===== src/rtl/snax_hwpe_periph_regfile.sv =====
// Peripheral-bus target holding the accelerator job-configuration registers and
// the job trigger / status / done-count / soft-clear control.
module snax_hwpe_periph_regfile #(
   parameter int unsigned NumRegs = 16,
   parameter logic [31:0] RegBase = 32'h40,
   parameter int unsigned IdWidth = 5
) (
   input  logic                    clk_i,
   input  logic                    rst_ni,
   input  logic                    periph_req_i,
   output logic                    periph_gnt_o,
   input  logic [31:0]             periph_add_i,
   input  logic                    periph_wen_i,
   input  logic [3:0]              periph_be_i,
   input  logic [31:0]             periph_data_i,
   input  logic [IdWidth-1:0]      periph_id_i,
   output logic                    periph_r_valid_o,
   output logic [31:0]             periph_r_data_o,
   output logic [IdWidth-1:0]      periph_r_id_o,
   output logic [NumRegs*32-1:0]   reg_o,
   output logic                    start_o,
   output logic                    clear_o,
   output logic                    busy_o,
   input  logic                    done_i
);

   localparam int unsigned IdxW = (NumRegs > 1) ? $clog2(NumRegs) : 1;
   localparam logic [29:0] NumRegsW = 30'(NumRegs);

   typedef enum logic {IDLE, RESP} state_e;

   state_e               state_reg, state_next;
   logic [IdWidth-1:0]   resp_id_reg;
   logic [31:0]          resp_data_reg;
   logic                 busy_reg;
   logic                 err_reg;
   logic [31:0]          done_cnt_reg;
   logic                 start_reg;
   logic                 clear_reg;

   logic                 grant;
   logic [29:0]          word;
   logic [31:0]          cfg_off;
   logic                 cfg_hit;
   logic [IdxW-1:0]      cfg_idx;
   logic                 is_write;
   logic                 trig_wr;
   logic                 clr_wr;
   logic                 cfg_wr;
   logic                 job_done;
   logic [31:0]          rdata_mux;

   assign grant    = periph_req_i && (state_reg == IDLE);
   assign word     = periph_add_i[31:2];
   assign cfg_off  = {word, 2'b00} - RegBase;
   assign cfg_hit  = (word >= RegBase[31:2]) && (cfg_off[31:2] < NumRegsW);
   assign cfg_idx  = cfg_off[IdxW+1:2];
   assign is_write = grant && !periph_wen_i;
   assign trig_wr  = is_write && (word == 30'd0);
   assign clr_wr   = is_write && (word == 30'd2);
   // Config registers are locked while a job is running.
   assign cfg_wr   = is_write && cfg_hit && !busy_reg;
   assign job_done = done_i && busy_reg;

   always_comb begin
      rdata_mux = '0;
      if (cfg_hit) begin
         rdata_mux = reg_o[{cfg_idx, 5'b00000} +: 32];
      end else if (word == 30'd1) begin
         rdata_mux = {30'b0, err_reg, busy_reg};
      end else if (word == 30'd3) begin
         rdata_mux = done_cnt_reg;
      end
   end

   for (genvar gi = 0; gi < NumRegs; gi++) begin : g_cfg
      logic [31:0] cfg_reg;
      always_ff @(posedge clk_i or negedge rst_ni) begin
         if (!rst_ni) begin
            cfg_reg <= '0;
         end else if (clr_wr) begin
            cfg_reg <= '0;
         end else if (cfg_wr && (cfg_idx == IdxW'(gi))) begin
            for (int b = 0; b < 4; b++) begin
               if (periph_be_i[b]) cfg_reg[8*b +: 8] <= periph_data_i[8*b +: 8];
            end
         end
      end
      assign reg_o[32*gi +: 32] = cfg_reg;
   end

   always_comb begin
      state_next = state_reg;
      case (state_reg)
         IDLE: if (grant) state_next = RESP;
         RESP: state_next = IDLE;
         default: state_next = IDLE;
      endcase
   end

   always_ff @(posedge clk_i or negedge rst_ni) begin
      if (!rst_ni) begin
         state_reg     <= IDLE;
         resp_id_reg   <= '0;
         resp_data_reg <= '0;
         busy_reg      <= 1'b0;
         err_reg       <= 1'b0;
         done_cnt_reg  <= '0;
         start_reg     <= 1'b0;
         clear_reg     <= 1'b0;
      end else begin
         state_reg <= state_next;
         if (grant) begin
            resp_id_reg   <= periph_id_i;
            // Reads return the value seen before this edge's updates.
            resp_data_reg <= periph_wen_i ? rdata_mux : 32'h0;
         end
         start_reg <= trig_wr && !busy_reg;
         clear_reg <= clr_wr;
         if (clr_wr) begin
            busy_reg     <= 1'b0;
            err_reg      <= 1'b0;
            done_cnt_reg <= '0;
         end else begin
            if (trig_wr && !busy_reg) busy_reg <= 1'b1;
            else if (job_done)        busy_reg <= 1'b0;
            if (trig_wr && busy_reg)  err_reg <= 1'b1;
            if (job_done)             done_cnt_reg <= done_cnt_reg + 32'd1;
         end
      end
   end

   assign periph_gnt_o     = grant;
   assign periph_r_valid_o = (state_reg == RESP);
   assign periph_r_data_o  = (state_reg == RESP) ? resp_data_reg : 32'h0;
   assign periph_r_id_o    = (state_reg == RESP) ? resp_id_reg : '0;
   assign start_o          = start_reg;
   assign clear_o          = clear_reg;
   assign busy_o           = busy_reg;

endmodule

===== config.mk =====
export PLATFORM = sky130hd
export DESIGN_NAME = snax_hwpe_periph_regfile
export DESIGN_NICKNAME = d
export VERILOG_FILES = /design/src/rtl/snax_hwpe_periph_regfile.sv
export SDC_FILE = /design/constraint.sdc
export NUM_CORES = 1
export LEC_CHECK = 0
export BUFFER_PORTS_ARGS = -buffer_cell sky130_fd_sc_hd__buf_2
export CORE_MARGIN = 2
export CORE_UTILIZATION = 30
export CTS_BUF_LIST = sky130_fd_sc_hd__clkbuf_2
export CTS_CLUSTER_DIAMETER = 60
export DETAILED_ROUTE_END_ITERATION = 7
export MAX_ROUTING_LAYER = met4
export PLACE_DENSITY_LB_ADDON = 0.2
export SYNTH_ARGS = -nofsm -noshare
export SYNTH_HDL_FRONTEND = slang
export SYNTH_SLANG_ARGS = --single-unit
export TNS_END_PERCENT = 100

===== constraint.sdc =====
create_clock -name clk_i -period 3.9 [get_ports clk_i]
set_input_delay 0.39 -clock clk_i [delete_from_list [all_inputs] [get_ports clk_i]]
set_output_delay 0.39 -clock clk_i [all_outputs]
set_load 0.03 [all_outputs]

After elaboration in Yosys (flattened, before gate mapping)
Cells that the tools add are included.

Flip-flop bits (word level): 586. Output and inout bits: 554.

Add/subtract/negate cells: 2. $lt $le $gt $ge: 2. Eq/ne operators: 18. Shift-type cells: 1. Muxes and demuxes: 51. Bitwise operators: 1. Reductions and logical operators: 117.

Operators by type and width (number): $mux W32 (39); $shiftx A512 B10 Y32 (1); $reduce_and A2 Y1 (64); $eq A30 B2 Y1 const B (2); $reduce_bool A2 Y1 (22); $add A32 B1 Y32 const B (1); $eq A4 B4 Y1 const B (8); $mux W8 (4); $sub A32 B7 Y32 const B (1); $eq A30 B1 Y1 const B (1); $ge A30 B5 Y1 const B (1); $logic_not A30 Y1 (1); $lt A30 B5 Y1 const B (1); $logic_and A1 B1 Y1 (26); $eq A4 B3 Y1 const B (4); $eq A4 B2 Y1 const B (2); $mux W1 (6); $mux W5 (1); $eq A4 B1 Y1 const B (1); $logic_not A4 Y1 (1); $reduce_bool A3 Y1 (1); $logic_not A1 Y1 (2); $pmux W1 S2 (1); $not A1 Y1 (1).

Depth between registers and ports, before layout
Word-level depth: 8. Mapped depth: 10.

Worst setup path after synthesis
No wires, ideal clock.

Kind: input-to-reg. From: in periph_add_i[2]. To: reg resp_data_reg[0]. Library setup time: 0.137 ns. Arrival: 2.520 ns. Data required time: 3.763 ns. Path slack: 1.242 ns. Stages: 6. Buffers on the path: 2. Cell sequence: buf_1 -> buf_1 -> mux4_2 -> mux4_2 -> inv_1 -> o21ai_0.

Word-level cells in the longest chain between the ends: 5. Elaborated cells on any way between the ends: 11. Classes of those cells: 1 x add/sub; 2 x order compare; 2 x eq/ne; 1 x shift; 4 x mux; 1 x reduce/logical.

RTL lines: start: declaration (RTL line 12) `input logic [31:0] periph_add_i,`; branches (longest 3 deep; another with $sub A32 B7 Y32); $mux W32 * (RTL line 67) `if (cfg_hit) begin`; $mux W32 * (RTL line 116) `resp_data_reg <= periph_wen_i ? rdata_mux : 32'h0;`; end signal: assignment (RTL line 116); end: declaration (RTL line 34) `logic [31:0] resp_data_reg;`.

Mark *: on every way between the ends. A chain may end at the register's enable or synchronous reset.

Worst setup path in the final report
From: in periph_add_i[6]. To: reg g_cfg[0].cfg_reg[11].

Word-level cells in the longest chain between the ends: 8. Elaborated cells on any way between the ends: 13. Classes of those cells: 1 x add/sub; 2 x order compare; 1 x eq/ne; 1 x mux; 8 x reduce/logical.

RTL lines: $sub A32 B7 Y32 (RTL line 55) `assign cfg_off = {word, 2'b00} - RegBase;`; $lt A30 B5 Y1 (RTL line 56) `assign cfg_hit = (word >= RegBase[31:2]) && (cfg_off[31:2] < NumRegsW);`; $logic_and A1 B1 Y1 (RTL line 56); $logic_and A1 B1 Y1 (2 in a row) (RTL line 62) `assign cfg_wr = is_write && cfg_hit && !busy_reg;`; $logic_and A1 B1 Y1 (RTL line 83) `end else if (cfg_wr && (cfg_idx == IdxW'(gi))) begin`; $reduce_bool A2 Y1 (no line); $reduce_and A2 Y1 (no line); end signal: indexed assignment (RTL line 85) `if (periph_be_i[b]) cfg_reg[8*b +: 8] <= periph_data_i[8*b +: 8];`; end: declaration (RTL line 77) `logic [31:0] cfg_reg;`.

Several ways; a longest one is shown, not always the timed one.

==> out/qor.txt <==
outcome -> finished clean
Critical Path End Type -> flop
Setup WS pre-CTS -> 0.5059 ns
Seq cells post-synth -> 586
simple-gate share of the synthesized area -> 17.40%
Yosys warning total -> 0
Worst Path Buf+Inv -> 8
Post-Syn Instances -> 2836
Max Slew Vio Count -> 0
crit path time final -> 3.789 ns
CTS tree -> done
critical path peak fanout -> 43
clk_lat worst skew -> 1.44 ns
routed len/inst -> 28.73 um
post-DP HPWL -> 100400 um
Initial Util -> 30.11%
synthesized cell area -> 28990 sq um
worst hold path type -> in -> reg
largest family of logic cells by synthesized area -> simple AND/OR/NAND/NOR gates
VDD IR-drop max -> 0.2215 mV
total gr overflow -> 0
TNS Setup -> 0 ns
Global Route Usage Sum -> 29.45%
worst slew pin tran -> 1.295 ns
DR vias/cell -> 5.398
CP Class -> in -> reg
core area -> 96280 sq um
sequential area share after synthesis -> 50.59%
Antenna Nets Post-Route -> 0
crit-path cells -> dlygate4sd3_1 > buf_2 > nor2_1 > dlygate4sd3_1 > nand4_2 > a211o_1 > buf_4 > a2111oi_4 > dlygate4sd3_1 > buf_12 > buf_4 > nand3_1 > dlygate4sd3_1 > a21oi_1
DRT Wirelength -> 145400 um
commonest non-fill, non-tap cell in the layout -> buf_2
die height -> 314.8 um
adder-cell share of the synthesized area -> 0.04317%
library cells used by synthesis -> 48
commonest cells after routing, fill and taps aside -> 626 x buf_2, 586 x dfrtp_1, 553 x nand2_1, 398 x nand3_1, 390 x a21oi_1
mux contribution to synthesized area -> 15.90%
most frequent CP cell -> dlygate4sd3_1
first-pass GRT wire length -> 202500 um
maximum clock path buffer count -> 3
Largest register FFs -> 512
Slew Limit Headroom -> 13.11%
initial antenna violation count -> 8
share of layout cells above drive strength 1 -> 31.69%
crit path launch type -> input pin
Cell Rows -> 114
vias -> 27310
final routed DRC violation total -> 0
RSZ-0062 raised after global routing -> false
Static Leak -> 0.01821 uW
final worst slack -> 0.1111 ns
Root Driver -> clkbuf_2
Die X-Extent -> 314.8 um
CP max-delay cell -> dlygate4sd3_1
syn nets -> 2915
number of global-route vias before repair -> 27230
max incr delay on CP -> 0.65 ns
TritonRoute pass-1 iters -> 6
Synth Area in Compound Gates -> 11.23%
io pins -> 632
final hold violations -> 0
largest net degree at the start of global routing -> 129
r2r setup slk -> 0.14 ns
Final #Nets -> 3753
f_max -> 0.2639 GHz
clock skew -> 0.1539 ns
Avg Inst Size Synth -> 10.22 sq um
Post-Synth XOR/XNOR Area -> 0.8461%
die area -> 99120 sq um
clk sinks -> 586
Top delay family on crit path -> buffers and inverters
IO Port Bufs -> 629
CP required -> 5.26 ns
CTS buffer count -> 169
final period utilization -> 97.15%
placed inst area -> 33930 sq um
DRT iter0 DRCs -> 2676
final setup vio count -> 0
clock slew at reported path FFs -> 0.11 ns
max cap viols -> 0
Power Density -> 311.4 nW/um^2
Layout area overhead -> 28.27%
Final Cell Area -> 37180 sq um
routability-driven placement congestion ratio -> 0.8642
H-tree depth -> 4
Worst EP arrival -> 5.15 ns
## synthesized netlist by cell type, drive strengths merged
master	count	area, sq um
a22o	32	280.3
nand3b	1	7.510
a21oi	390	1952
xor2	18	157.7
nor4bb	1	10.01
o211ai	48	360.4
nor3b	1	7.510
mux2i	100	1005
a2111oi	8	170.2
nand2	554	2079
nand3	398	1992
o2111ai	1	8.760
clkbuf	187	701.9
and4	5	43.79
nand4	11	81.32
and3b	1	8.760
dfrtp	586	14660
and2	44	275.3
a211o	1	8.760
inv	36	135.1
mux4	160	3603
nor3	13	65.06
or3	7	43.79
nor2	51	191.4
o21ai	41	209.0
xnor2	10	87.58
or4	3	22.52
ha	1	12.51
o21a	1	7.510
buf	61	314.1
and3	8	50.05
a211oi	2	15.01
nand2b	12	75.07
clkinv	2	7.510
nand4b	1	8.760
nor2b	2	12.51
nor4	6	67.56
a22oi	30	225.2
a2bb2oi	2	17.52
## report_power, final
part | internal [uW] | switching (uW) | leakage, uW | total [uW]
clock network | 1850 | 2850 | 0.00109 | 4700
logic | 257 | 540 | 0.00894 | 797
registers | 6080 | 3.56 | 0.00818 | 6080
total | 8180 | 3390 | 0.0182 | 11600
## path summary, 6_finish.rpt
check                                             startpoint                                 to  cells after the start
worst max-delay path                         periph_add_i[6]   g_cfg[0].cfg_reg[11]$_DFFE_PN0P_                     14
worst min-delay path                        periph_add_i[29]  g_cfg[14].cfg_reg[22]$_DFFE_PN0P_                      7
min in group asynchronous                             rst_ni         resp_id_reg[0]$_DFFE_PN0P_                      5
worst max register to register    periph_r_valid_o$_DFF_PN0_   g_cfg[9].cfg_reg[23]$_DFFE_PN0P_                     10
max in group asynchronous                             rst_ni  g_cfg[12].cfg_reg[24]$_DFFE_PN0P_                      7
worst min register to register  done_cnt_reg[24]$_DFFE_PN0P_      resp_data_reg[24]$_DFFE_PN0P_                      2
## stage by stage
stage               hold WS, ns  utilization [%]  power, uW  instances
floorplan               0.09441                -       6468       2836
global placement         0.4384            35.24       6864       4603
detailed placement       0.4345            35.24       6862       4603
CTS                   0.0001494            38.51      11740       5043
global route             0.2014            38.61      12080       5057
finish                   0.2600            38.62      11580       5060
## layout make-up
cell class | count | area (sq um)
clock inverter | 28 | 221.5
fill | 9756 | 59100
inverter | 38 | 150.1
timing repair buffer | 915 | 6021
antenna | 10 | 25.02
tap | 1276 | 1597
multi-input combinational | 1964 | 13290
clock buffer | 243 | 1216
sequential | 586 | 14660
## metal layers
metal / vias up / routed length (um) / GRT usage, %
met2: 1186 / 72410 / 47.74
met5: - / 0 / -
met1: 13980 / 55300 / 34.53
li1: 11930 / - / -
met4: 0 / 5437 / 11.61
met3: 225 / 12230 / 8.341
## repair_timing
action	CTS	global route
resized for setup	0	2
hold endpoints to repair	1171	10
hold buffers	169	6
endpoints found under the setup margin	0	3
setup buffers	0	1
## kinds of logic after synthesis
logic type               after synthesis
buffers and inverters                286
XOR/XNOR                              28
AND/OR/NAND/NOR                     1119
flip-flops                           586
multiplexers                         260
adder cells (fa/ha/maj)                1
AO/OA/AOI/OAI                        556
## worst min-delay path: stages
cell and delay, ns:
buf_2 0.07, nor2_1 0.04, and4_1 0.17, nand4_1 0.29, a2111oi_2 0.11, nand2_1 0.40
mux2i_1 0.14
(Power assumes the default switching activity.)
